$ cat src/rtl/irq_gen_pkg.sv
// Shared definitions for irq_gen: one-hot IRQ codes, register offsets,
// FSM state encodings and the priority pick helper.
package irq_gen_pkg;

  // One-hot interrupt codes driven on irq_o
  localparam logic [3:0] IRQ_SOFT  = 4'b0001;
  localparam logic [3:0] IRQ_TIMER = 4'b0010;
  localparam logic [3:0] IRQ_EXT   = 4'b0100;
  localparam logic [3:0] IRQ_DBG   = 4'b1000;

  // Register byte offsets
  localparam logic [4:0] IRQ_GEN_MSIP        = 5'h00;
  localparam logic [4:0] IRQ_GEN_MTIMECMP_LO = 5'h04;
  localparam logic [4:0] IRQ_GEN_MTIMECMP_HI = 5'h08;
  localparam logic [4:0] IRQ_GEN_MTIME_LO    = 5'h0C;
  localparam logic [4:0] IRQ_GEN_MTIME_HI    = 5'h10;
  localparam logic [4:0] IRQ_GEN_IRQ_EN      = 5'h14;
  localparam logic [4:0] IRQ_GEN_STATUS      = 5'h18;

  // Word indices used by the decoders (byte offset with bits [1:0] dropped)
  localparam logic [2:0] W_MSIP        = IRQ_GEN_MSIP[4:2];
  localparam logic [2:0] W_MTIMECMP_LO = IRQ_GEN_MTIMECMP_LO[4:2];
  localparam logic [2:0] W_MTIMECMP_HI = IRQ_GEN_MTIMECMP_HI[4:2];
  localparam logic [2:0] W_MTIME_LO    = IRQ_GEN_MTIME_LO[4:2];
  localparam logic [2:0] W_MTIME_HI    = IRQ_GEN_MTIME_HI[4:2];
  localparam logic [2:0] W_IRQ_EN      = IRQ_GEN_IRQ_EN[4:2];
  localparam logic [2:0] W_STATUS      = IRQ_GEN_STATUS[4:2];

  typedef enum logic [1:0] {
    S_IDLE   = 2'd0,
    S_ASSERT = 2'd1,
    S_GAP    = 2'd2
  } irq_state_e;

  // Highest-priority set bit: debug > external > timer > software
  function automatic logic [3:0] irq_prio_pick(input logic [3:0] pend);
    logic [3:0] pick;
    pick = 4'b0000;
    if (pend[3])      pick = IRQ_DBG;
    else if (pend[2]) pick = IRQ_EXT;
    else if (pend[1]) pick = IRQ_TIMER;
    else if (pend[0]) pick = IRQ_SOFT;
    return pick;
  endfunction

endpackage

$ cat src/rtl/irq_gen_timer.sv
// irq_timer: prescaler, 64-bit mtime / mtimecmp with register write muxing
// and the unsigned compare that produces the timer pending bit.
module irq_timer
  import irq_gen_pkg::*;
#(
  parameter int unsigned PRESCALE = 1
) (
  input  logic        clk,
  input  logic        rst,
  input  logic        i_wr_en,
  input  logic [2:0]  i_word,
  input  logic [31:0] i_wdata,
  output logic        o_timer_pend,
  output logic [31:0] o_mtime_lo,
  output logic [31:0] o_mtime_hi,
  output logic [31:0] o_mtimecmp_lo,
  output logic [31:0] o_mtimecmp_hi
);

  localparam logic [15:0] PRESC_LAST = 16'(PRESCALE - 1);

  logic [15:0] r_presc_cnt;
  logic [63:0] r_mtime;
  logic [63:0] r_mtimecmp;
  logic        w_tick;
  logic        w_wr_mtime_lo;
  logic        w_wr_mtime_hi;
  logic        w_wr_cmp_lo;
  logic        w_wr_cmp_hi;

  assign w_tick        = (r_presc_cnt == PRESC_LAST);
  assign w_wr_mtime_lo = i_wr_en && (i_word == W_MTIME_LO);
  assign w_wr_mtime_hi = i_wr_en && (i_word == W_MTIME_HI);
  assign w_wr_cmp_lo   = i_wr_en && (i_word == W_MTIMECMP_LO);
  assign w_wr_cmp_hi   = i_wr_en && (i_word == W_MTIMECMP_HI);

  // Prescaler: free-running, issues one tick every PRESCALE clocks
  always_ff @(posedge clk or posedge rst) begin
    if (rst) r_presc_cnt <= '0;
    else     r_presc_cnt <= w_tick ? '0 : r_presc_cnt + 16'd1;
  end

  // mtime: a write to either half suppresses that cycle's increment
  always_ff @(posedge clk or posedge rst) begin
    if (rst) begin
      r_mtime <= '0;
    end else if (w_wr_mtime_lo || w_wr_mtime_hi) begin
      if (w_wr_mtime_lo) r_mtime[31:0]  <= i_wdata;
      if (w_wr_mtime_hi) r_mtime[63:32] <= i_wdata;
    end else if (w_tick) begin
      r_mtime <= r_mtime + 64'd1;
    end
  end

  // mtimecmp: halves written independently, resets to never-fire
  always_ff @(posedge clk or posedge rst) begin
    if (rst) begin
      r_mtimecmp <= '1;
    end else begin
      if (w_wr_cmp_lo) r_mtimecmp[31:0]  <= i_wdata;
      if (w_wr_cmp_hi) r_mtimecmp[63:32] <= i_wdata;
    end
  end

  assign o_timer_pend  = (r_mtime >= r_mtimecmp);
  assign o_mtime_lo    = r_mtime[31:0];
  assign o_mtime_hi    = r_mtime[63:32];
  assign o_mtimecmp_lo = r_mtimecmp[31:0];
  assign o_mtimecmp_hi = r_mtimecmp[63:32];

endmodule

$ cat src/rtl/irq_gen.sv
// irq_gen: core-local interrupt source. Arbitrates software, timer, external
// and debug requests into a registered one-hot irq_o held until acknowledged.
// Optional build macro: IRQ_GEN_EXT_SYNC_EN adds a 2-flop synchronizer on
// ext_irq_i; without it ext_irq_i must already be synchronous to clk.
//
// state    | meaning
// S_IDLE   | no interrupt driven; lock highest masked pending source
// S_ASSERT | irq_o holds locked source until ack or withdrawal
// S_GAP    | one quiet cycle after an ack before re-arbitration
module irq_gen
  import irq_gen_pkg::*;
#(
  parameter int unsigned PRESCALE = 1
) (
  input  logic        clk,
  input  logic        rst,
  input  logic        sel_i,
  input  logic        we_i,
  input  logic [4:0]  addr_i,
  input  logic [31:0] wdata_i,
  output logic [31:0] rdata_o,
  input  logic        ext_irq_i,
  input  logic        dbg_req_i,
  input  logic        int_ack_i,
  output logic [3:0]  irq_o
);

  irq_state_e  r_state;
  logic [3:0]  r_irq;
  logic [3:0]  r_locked;
  logic        r_msip;
  logic [3:0]  r_irq_en;
  logic        r_dbg_latch;
  logic        r_dbg_prev;
  logic [31:0] r_rdata;

  logic [2:0]  w_word;
  logic        w_wr;
  logic        w_rd;
  logic        w_ext;
  logic        w_timer_pend;
  logic [3:0]  w_pend;
  logic [3:0]  w_mpend;
  logic        w_dbg_rise;
  logic        w_ack_dbg;
  logic [31:0] w_mtime_lo;
  logic [31:0] w_mtime_hi;
  logic [31:0] w_mtimecmp_lo;
  logic [31:0] w_mtimecmp_hi;
  logic [31:0] w_rdata_nxt;
  logic        w_unused_addr;

  assign w_word        = addr_i[4:2];
  assign w_wr          = sel_i && we_i;
  assign w_rd          = sel_i && !we_i;
  assign w_unused_addr = ^addr_i[1:0];

`ifdef IRQ_GEN_EXT_SYNC_EN
  logic [1:0] r_ext_sync;

  // Two-stage synchronizer for the asynchronous external request
  always_ff @(posedge clk or posedge rst) begin
    if (rst) r_ext_sync <= 2'b00;
    else     r_ext_sync <= {r_ext_sync[0], ext_irq_i};
  end

  assign w_ext = r_ext_sync[1];
`else
  assign w_ext = ext_irq_i;
`endif

  irq_timer #(
    .PRESCALE (PRESCALE)
  ) u_timer (
    .clk           (clk),
    .rst           (rst),
    .i_wr_en       (w_wr),
    .i_word        (w_word),
    .i_wdata       (wdata_i),
    .o_timer_pend  (w_timer_pend),
    .o_mtime_lo    (w_mtime_lo),
    .o_mtime_hi    (w_mtime_hi),
    .o_mtimecmp_lo (w_mtimecmp_lo),
    .o_mtimecmp_hi (w_mtimecmp_hi)
  );

  assign w_pend     = {r_dbg_latch, w_ext, w_timer_pend, r_msip};
  assign w_mpend    = w_pend & r_irq_en;
  assign w_dbg_rise = dbg_req_i && !r_dbg_prev;
  assign w_ack_dbg  = int_ack_i && (r_state == S_ASSERT) && (r_locked == IRQ_DBG);

  // Software-visible control registers
  always_ff @(posedge clk or posedge rst) begin
    if (rst) begin
      r_msip   <= 1'b0;
      r_irq_en <= 4'b1111;
    end else if (w_wr) begin
      if (w_word == W_MSIP)   r_msip   <= wdata_i[0];
      if (w_word == W_IRQ_EN) r_irq_en <= wdata_i[3:0];
    end
  end

  // Debug request edge latch; a new rising edge beats a same-cycle ack clear
  always_ff @(posedge clk or posedge rst) begin
    if (rst) begin
      r_dbg_prev  <= 1'b0;
      r_dbg_latch <= 1'b0;
    end else begin
      r_dbg_prev  <= dbg_req_i;
      r_dbg_latch <= w_dbg_rise || (r_dbg_latch && !w_ack_dbg);
    end
  end

  // Arbitration FSM with registered one-hot output
  always_ff @(posedge clk or posedge rst) begin
    if (rst) begin
      r_state  <= S_IDLE;
      r_irq    <= 4'b0000;
      r_locked <= 4'b0000;
    end else begin
      case (r_state)
        S_IDLE: begin
          if (w_mpend != 4'b0000) begin
            r_locked <= irq_prio_pick(w_mpend);
            r_irq    <= irq_prio_pick(w_mpend);
            r_state  <= S_ASSERT;
          end
        end
        S_ASSERT: begin
          if (int_ack_i) begin
            r_irq    <= 4'b0000;
            r_locked <= 4'b0000;
            r_state  <= S_GAP;
          end else if ((w_mpend & r_locked) == 4'b0000) begin
            r_irq    <= 4'b0000;
            r_locked <= 4'b0000;
            r_state  <= S_IDLE;
          end
        end
        S_GAP: begin
          r_state <= S_IDLE;
        end
        default: begin
          r_irq    <= 4'b0000;
          r_locked <= 4'b0000;
          r_state  <= S_IDLE;
        end
      endcase
    end
  end

  // Read-back mux; unmapped words read zero
  always_comb begin
    w_rdata_nxt = '0;
    case (w_word)
      W_MSIP:        w_rdata_nxt = {31'b0, r_msip};
      W_MTIMECMP_LO: w_rdata_nxt = w_mtimecmp_lo;
      W_MTIMECMP_HI: w_rdata_nxt = w_mtimecmp_hi;
      W_MTIME_LO:    w_rdata_nxt = w_mtime_lo;
      W_MTIME_HI:    w_rdata_nxt = w_mtime_hi;
      W_IRQ_EN:      w_rdata_nxt = {28'b0, r_irq_en};
      W_STATUS:      w_rdata_nxt = {24'b0, r_locked, w_pend};
      default:       w_rdata_nxt = '0;
    endcase
  end

  // Registered read data, held between reads
  always_ff @(posedge clk or posedge rst) begin
    if (rst)       r_rdata <= '0;
    else if (w_rd) r_rdata <= w_rdata_nxt;
  end

  assign rdata_o = r_rdata;
  assign irq_o   = r_irq;

endmodule

$ cat config.mk
export PLATFORM = sky130hd
export DESIGN_NAME = irq_gen
export DESIGN_NICKNAME = d
export VERILOG_FILES = /design/src/rtl/irq_gen_pkg.sv /design/src/rtl/irq_gen_timer.sv /design/src/rtl/irq_gen.sv
export SDC_FILE = /design/constraint.sdc
export NUM_CORES = 1
export LEC_CHECK = 0
export ABC_AREA = 1
export CORE_MARGIN = 2
export CORE_UTILIZATION = 40
export CTS_CLUSTER_DIAMETER = 100
export DETAILED_ROUTE_END_ITERATION = 7
export PLACE_DENSITY = 0.61
export SYNTH_ARGS = -nofsm -noshare
export SYNTH_HDL_FRONTEND = slang
export SYNTH_SLANG_ARGS = --single-unit
$ cat constraint.sdc
create_clock -name clk -period 12.1 [get_ports clk]
set_input_delay 1.815 -clock clk [delete_from_list [all_inputs] [get_ports clk]]
set_output_delay 1.815 -clock clk [all_outputs]
set_load 0.02 [all_outputs]
==> impl_metrics.env, run 1 <==
export IMPL_status="finished, final reports clean"
export IMPL_postSynth_asyncResetShare_pct=100
export IMPL_ys_seq_area_share_pct=40.2
export IMPL_chipHeight_um=177
export IMPL_syn_nets=1695
export IMPL_final_max_slew_violation_count=0
export IMPL_clockPowerShare_pct=23.8
export IMPL_finalSetupViolations=0
export IMPL_synth_xor_area_share_pct=2.71
export IMPL_rrSetupSlack_ns=9.00
export IMPL_wl_per_cell_um=16.7
export IMPL_clkTransAtPathRegs_ns=0.08
export IMPL_worst_pin_slew_ns=1.17
export IMPL_root_buffer="clkbuf_16"
export IMPL_drtIter0Drc=694
export IMPL_max_freq_ghz=0.209
export IMPL_drt_total_wl_um=34100
export IMPL_synthAdderAreaFrac_pct=7.01
export IMPL_start_util_pct=40.5
export IMPL_total_power_mw=2.37
export IMPL_drive_above_1_share_pct=9.98
export IMPL_die_area_mm2=0.0313
export IMPL_antenna_found_initial=0
export IMPL_cts_buffers=17
export IMPL_post_route_period_util_pct=39.5
export IMPL_hold_viol_final=0
export IMPL_via_count=10734
export IMPL_dpl_hpwl_um=24800
export IMPL_cts_sinks=189
export IMPL_fillers=2989
export IMPL_syn_avg_cell_area_um2=7.55
export IMPL_vdd_drop_max_v=0.000133
export IMPL_synth_top_family_by_area="simple AND/OR/NAND/NOR gates"
export IMPL_insertedDiodeCount=0
export IMPL_clk_path_buf_depth=2
export IMPL_wl_met2_um=15800
export IMPL_power_frac_comb_pct=33.4
export IMPL_cts_hold_repair_buffers=0
export IMPL_maxCapViolations=0
export IMPL_fin_skew_ns=0.0182
export IMPL_ys_top_cells_by_count="nand2_1, inv_1, nor2_1, o21ai_0, dfrtp_1"
export IMPL_cts_tree="done"
export IMPL_ys_dominant_reg_cell="dfrtp_1"
export IMPL_met1_length_um=16200
export IMPL_synth_edf_count=0
export IMPL_required_ns=12.44
export IMPL_portBuffers=77
export IMPL_netlist_instances=1584
export IMPL_yosys_top_cells_area="dfrtp_1, dfstp_2, nand2_1"
export IMPL_path_class="primary input to register"
export IMPL_p_sw_share_pct=39.6
export IMPL_yosys_area_share_simple_pct=23.7
export IMPL_grt_max_degree=118
export IMPL_p_switching_mw=0.936
export IMPL_yosysMostFrequentCell="nand2_1"
export IMPL_overflow=0
export IMPL_synth_top_area_share_pct=25.3
export IMPL_core_area_mm2=0.0296
export IMPL_min_delay_path_class="register to register"
export IMPL_htreeDepth=4
export IMPL_post_cts_setup_buffers=0
export IMPL_fp_row_count=63
export IMPL_gp_congestion=0.906
export IMPL_clkLatencyLatePin_ns=0.45
export IMPL_ant_nets=0
export IMPL_ys_types=51
export IMPL_cp_max_fo=63
export IMPL_synth_area_mm2=0.0120
export IMPL_synth_top_area_cell="dfrtp_1"
export IMPL_grt_pass1_wl_um=54900
export IMPL_first_pass_iters=7
export IMPL_fin_setup_tns_ns=0
export IMPL_synth_compound_area_share_pct=14.3
export IMPL_synthToLayoutAreaGrowth_pct=14.4
export IMPL_fin_crit_ns=4.78
export IMPL_muxShareOfSynthArea_pct=2.99
export IMPL_p_int_mw=1.43
export IMPL_ys_warnings_count=0
export IMPL_end_kind="register"
export IMPL_grt_total_usage_pct=22.5
export IMPL_rsz0062_at_grt="no"
export IMPL_via_per_inst=5.25
export IMPL_drcViolationCount=0
export IMPL_p_leak_nw=6.41
export IMPL_crit_arrival_ns=5.12
export IMPL_fin_nets=1751
export IMPL_ioPinCount=80
export IMPL_maxSlewHeadroom_pct=21.3
export IMPL_top_layer="met4"
export IMPL_wl_met3_um=1420
export IMPL_cellPowerDensity_mw_per_mm2=173
export IMPL_die_x_um=177
export IMPL_seqPwrFrac_pct=42.7
export IMPL_grt_pass1_vias=10133
export IMPL_cp_start_kind="primary input"
export IMPL_ctsResizeCount=0
export IMPL_ys_seq_elements=189
-- flip-flops by register name, summed over array words and instances (netlist names) --
name and flops:
rdata_o 32, u_timer.r_presc_cnt 16, r_dbg_prev 1, r_irq_en 4
r_locked 4, r_msip 1, u_timer.r_mtimecmp 64, r_state 2
u_timer.r_mtime 64, r_dbg_latch 1
-- critical path, cell delays in order --
cell,delay [ns]
clkdlybuf4s50_1,0.57
inv_2,0.11
nor3_4,0.16
buf_4,0.37
inv_2,0.20
nor2_2,0.17
nor2_4,0.05
buf_4,0.35
inv_2,0.73
o21ai_0,0.30
o21ai_1,0.18
inv_1,0.06
-- per-stage QoR --
step	instance area, um^2	cells	util (%)	hold WS (ns)	setup slack [ns]
floorplan	12000	1584	-	0.400	5.26
detailed placement	13100	2011	44.4	0.412	6.88
CTS	13700	2043	46.3	0.423	7.34
global route	13700	2043	46.3	0.452	7.06
global placement	13100	2011	44.4	0.404	6.98
finish	13700	2043	46.3	0.417	7.32
-- layer usage --
metal / vias up / GRT usage, %
met3: 46 / 3.57
met5: - / 0
li1: 5298 / -
met1: 5122 / 31.3
met2: 268 / 36.4
met4: 0 / 6.40
-- layout make-up --
type	instances	area, um^2	area share (%)
clock buffers	20	457	3.34
well taps	390	488	3.57
flip-flops and latches	189	4810	35.2
repair buffers	86	838	6.12
inverters	232	878	6.42
multi-input cells	1114	6090	44.5
clock inverters	12	120	0.878
-- placed cells by master, fill, tap and decap left out, types with 6 or more instances in the layout --
| master | Yosys | layout |
|---|---|---|
| dfrtp_1 | 121 | 121 |
| o22ai_1 | 6 | 6 |
| xnor2_1 | 14 | 14 |
| inv_8 | 0 | 6 |
| a221oi_1 | 6 | 6 |
| clkbuf_16 | 0 | 17 |
| nor2_2 | 7 | 7 |
| a21oi_1 | 64 | 64 |
| o21ai_0 | 129 | 129 |
| nand2_1 | 429 | 427 |
| o2111ai_1 | 24 | 24 |
| nand4_1 | 15 | 15 |
| nor3_1 | 26 | 25 |
| ha_1 | 67 | 67 |
| inv_1 | 225 | 224 |
| clkdlybuf4s50_1 | 0 | 77 |
| dfstp_2 | 68 | 68 |
| nor3b_1 | 6 | 6 |
| o221ai_1 | 6 | 6 |
| nand3_1 | 43 | 43 |
| buf_4 | 2 | 9 |
| xor2_1 | 23 | 23 |
| inv_2 | 6 | 6 |
| mux2_2 | 30 | 30 |
| nor2_1 | 137 | 136 |
| nor4_1 | 13 | 13 |
| a31oi_1 | 28 | 28 |
| o21ai_1 | 9 | 8 |
-- power groups by stage --
stage	clock network (mW)	logic, mW	registers, mW
finish	0.564	0.791	1.01
global route	0.603	0.912	1.04
CTS	0.576	0.793	1.01
detailed placement	0	0.787	1.02
global placement	0	0.770	1.01
floorplan	0	0.543	0.981
-- cell families after synthesis --
kind of cell | after synthesis
muxes | 32
and+or+nand+nor | 684
AOI/OAI and AO/OA | 294
buffers and inverters | 281
xor gates and xnor gates | 37
DFF | 189
adders and majority gates | 67
-- path summary, 6_finish.rpt --
kind,end,startpoint,cells past startpoint
max in group asynchronous,rdata_o[18]$_DFFE_PP0P_,rst,3
worst max register to register,u_timer.r_mtime[56]$_DFFE_PP0P_,u_timer.r_mtime[1]$_DFFE_PP0P_,13
worst min register to register,r_dbg_latch$_DFF_PP0_,r_dbg_prev$_DFF_PP0_,1
min in group asynchronous,rdata_o[10]$_DFFE_PP0P_,rst,2
worst max-delay path,u_timer.r_mtime[16]$_DFFE_PP0P_,addr_i[2],12
worst min-delay path,r_dbg_latch$_DFF_PP0_,r_dbg_prev$_DFF_PP0_,1
No activity file was read; power rests on OpenSTA's default activity.
==> inputs of run 2 (changes only) <==
- clock period: 12.1 -> 4.7 ns (I/O delays scaled with it)
==> impl_metrics.env, run 2 (synthesized netlist as in run 1, its figures left out) <==
export IMPL_drcViolationCount=0
export IMPL_fin_ws_ns=1.74
export IMPL_insertedDiodeCount=0
export IMPL_post_route_period_util_pct=63.1
export IMPL_cpMostUsedCell="nor2_2"
export IMPL_cp_cell_sequence="ha_1 -> nand2_1 -> nor2_2 -> inv_1 -> nor2_2 -> nand3_1 -> nor2_1 -> nand4_2 -> nor2_2 -> nand2_1 -> a21oi_1 -> o21ai_0 -> a22oi_1"
export IMPL_htreeDepth=4
export IMPL_fin_nets=1754
export IMPL_dpl_hpwl_um=25500
export IMPL_grt_max_degree=121
export IMPL_cellPowerDensity_mw_per_mm2=447
export IMPL_min_delay_path_class="register to register"
export IMPL_p_leak_nw=6.42
export IMPL_hold_end="r_dbg_latch$_DFF_PP0_"
export IMPL_fp_row_count=63
export IMPL_cp_start_kind="register"
export IMPL_fillers=2947
export IMPL_cts_tree="done"
export IMPL_final_util_pct=46.4
export IMPL_first_pass_iters=6
export IMPL_wl_per_cell_um=16.8
export IMPL_maxSlewHeadroom_pct=21.6
export IMPL_clk_path_buf_depth=2
export IMPL_critPathMaxStageDelay_ns=0.43
export IMPL_rr_endpoint="u_timer.r_mtime[56]$_DFFE_PP0P_"
export IMPL_cts_sinks=189
export IMPL_ff2ff_path_depth=13
export IMPL_hold_viol_final=0
export IMPL_chipHeight_um=177
export IMPL_core_area_mm2=0.0296
export IMPL_fin_skew_ns=0.0170
export IMPL_ant_nets=0
export IMPL_die_x_um=177
export IMPL_final_common_cell="nand2_1"
export IMPL_rsz0062_at_grt="no"
export IMPL_start_util_pct=40.5
export IMPL_cp_slowest_cell="dfrtp_1"
export IMPL_synthToLayoutAreaGrowth_pct=14.8
export IMPL_via_count=10666
export IMPL_status="finished, final reports clean"
export IMPL_drive_above_1_share_pct=9.97
export IMPL_hp_start="r_dbg_prev$_DFF_PP0_"
export IMPL_worst_pin_slew_ns=1.18
export IMPL_clkTransAtPathRegs_ns=0.07
export IMPL_place_ws_ns=1.33
export IMPL_maxCapViolations=0
export IMPL_required_ns=5.05
export IMPL_max_freq_ghz=0.337
export IMPL_via_per_inst=5.22
export IMPL_post_cts_setup_buffers=0
export IMPL_drt_total_wl_um=34400
export IMPL_rrSetupSlack_ns=1.74
export IMPL_clkLatencyLatePin_ns=0.45
export IMPL_final_max_slew_violation_count=0
export IMPL_worstSetupPathDepth=13
export IMPL_cpLargestDelayFamily="simple AND/OR/NAND/NOR gates"
export IMPL_r2r_start="u_timer.r_mtime[1]$_DFFE_PP0P_"
export IMPL_crit_buf_inv=1
export IMPL_portBuffers=77
export IMPL_ioPinCount=80
export IMPL_hold_depth=1
export IMPL_grt_pass1_vias=10320
export IMPL_gp_congestion=0.939
export IMPL_antenna_found_initial=0
export IMPL_drtIter0Drc=904
export IMPL_grt_total_usage_pct=22.9
export IMPL_dpl_cell_count=2014
export IMPL_cts_hold_repair_buffers=0
export IMPL_instances_no_fill=2045
export IMPL_end_kind="register"
export IMPL_whs_ns=0.423
export IMPL_ctsResizeCount=0
export IMPL_crit_arrival_ns=3.32
export IMPL_cp_max_fo=5
export IMPL_grt_pass1_wl_um=55900
export IMPL_mostFrequentLayoutCells="nand2_1, inv_1, nor2_1, o21ai_0, dfrtp_1"
export IMPL_path_class="register to register"
export IMPL_finalSetupViolations=0
export IMPL_fin_crit_ns=2.96
export IMPL_vdd_drop_max_v=0.000288
export IMPL_die_area_mm2=0.0313
export IMPL_cts_buffers=17
export IMPL_overflow=0
export IMPL_root_buffer="clkbuf_16"
export IMPL_fin_setup_tns_ns=0
-- run 2: cell types whose count changed in the layout (fill, tap and decap cells not counted) --
cell / delta
clkinv_8: -1
clkbuf_16: +2
buf_12: +1
clkbuf_1: +2
inv_4: -2
clkinv_4: +1
clkbuf_8: -2
bufinv_16: +1
buf_4: +2
clkinvlp_4: +2
inv_6: +1
inv_8: -5
-- run 2: metrics by stage --
stage / total power [mW] / instance area [um^2]
2_1_floorplan: 3.92 / 12000
3_3_place_gp: 4.59 / 13100
3_5_place_dp: 4.65 / 13100
4_1_cts: 6.16 / 13700
5_1_grt: 6.63 / 13700
6_report: 6.13 / 13700
-- run 2: per-layer routing --
metal / global-route usage [%] / vias up / routed length (um)
met5: 0 / - / 0
met4: 7.71 / 0 / 833
met3: 3.07 / 45 / 1270
met2: 36.5 / 261 / 15600
met1: 32.2 / 5050 / 16800
li1: - / 5310 / -
-- run 2: worst max path at each step --
stage	from	endpoint	slack, ns
after floorplan	rst	r_dbg_latch$_DFF_PP0_	1.62
after global placement	we_i	u_timer.r_mtime[33]$_DFFE_PP0P_	1.38
after detailed placement	addr_i[4]	u_timer.r_mtime[36]$_DFFE_PP0P_	1.33
after CTS	u_timer.r_mtime[1]$_DFFE_PP0P_	u_timer.r_mtime[56]$_DFFE_PP0P_	1.76
after global routing	u_timer.r_mtime[1]$_DFFE_PP0P_	u_timer.r_mtime[56]$_DFFE_PP0P_	1.53
final	u_timer.r_mtime[1]$_DFFE_PP0P_	u_timer.r_mtime[56]$_DFFE_PP0P_	1.74
-- run 2: where the power goes --
| part | switching, mW | internal (mW) |
|---|---|---|
| sequential | 0.501 | 2.10 |
| combinational | 1.19 | 0.848 |
| clock | 0.687 | 0.804 |
-- run 2: final cells by class --
class,count,area (um^2),share of cell area (%)
sequential,189,4810,35.1
tap,390,488,3.55
timing repair buffer,89,873,6.36
inverter,232,875,6.37
clock buffer,22,487,3.55
multi-input combinational,1114,6090,44.4
clock inverter,9,101,0.738
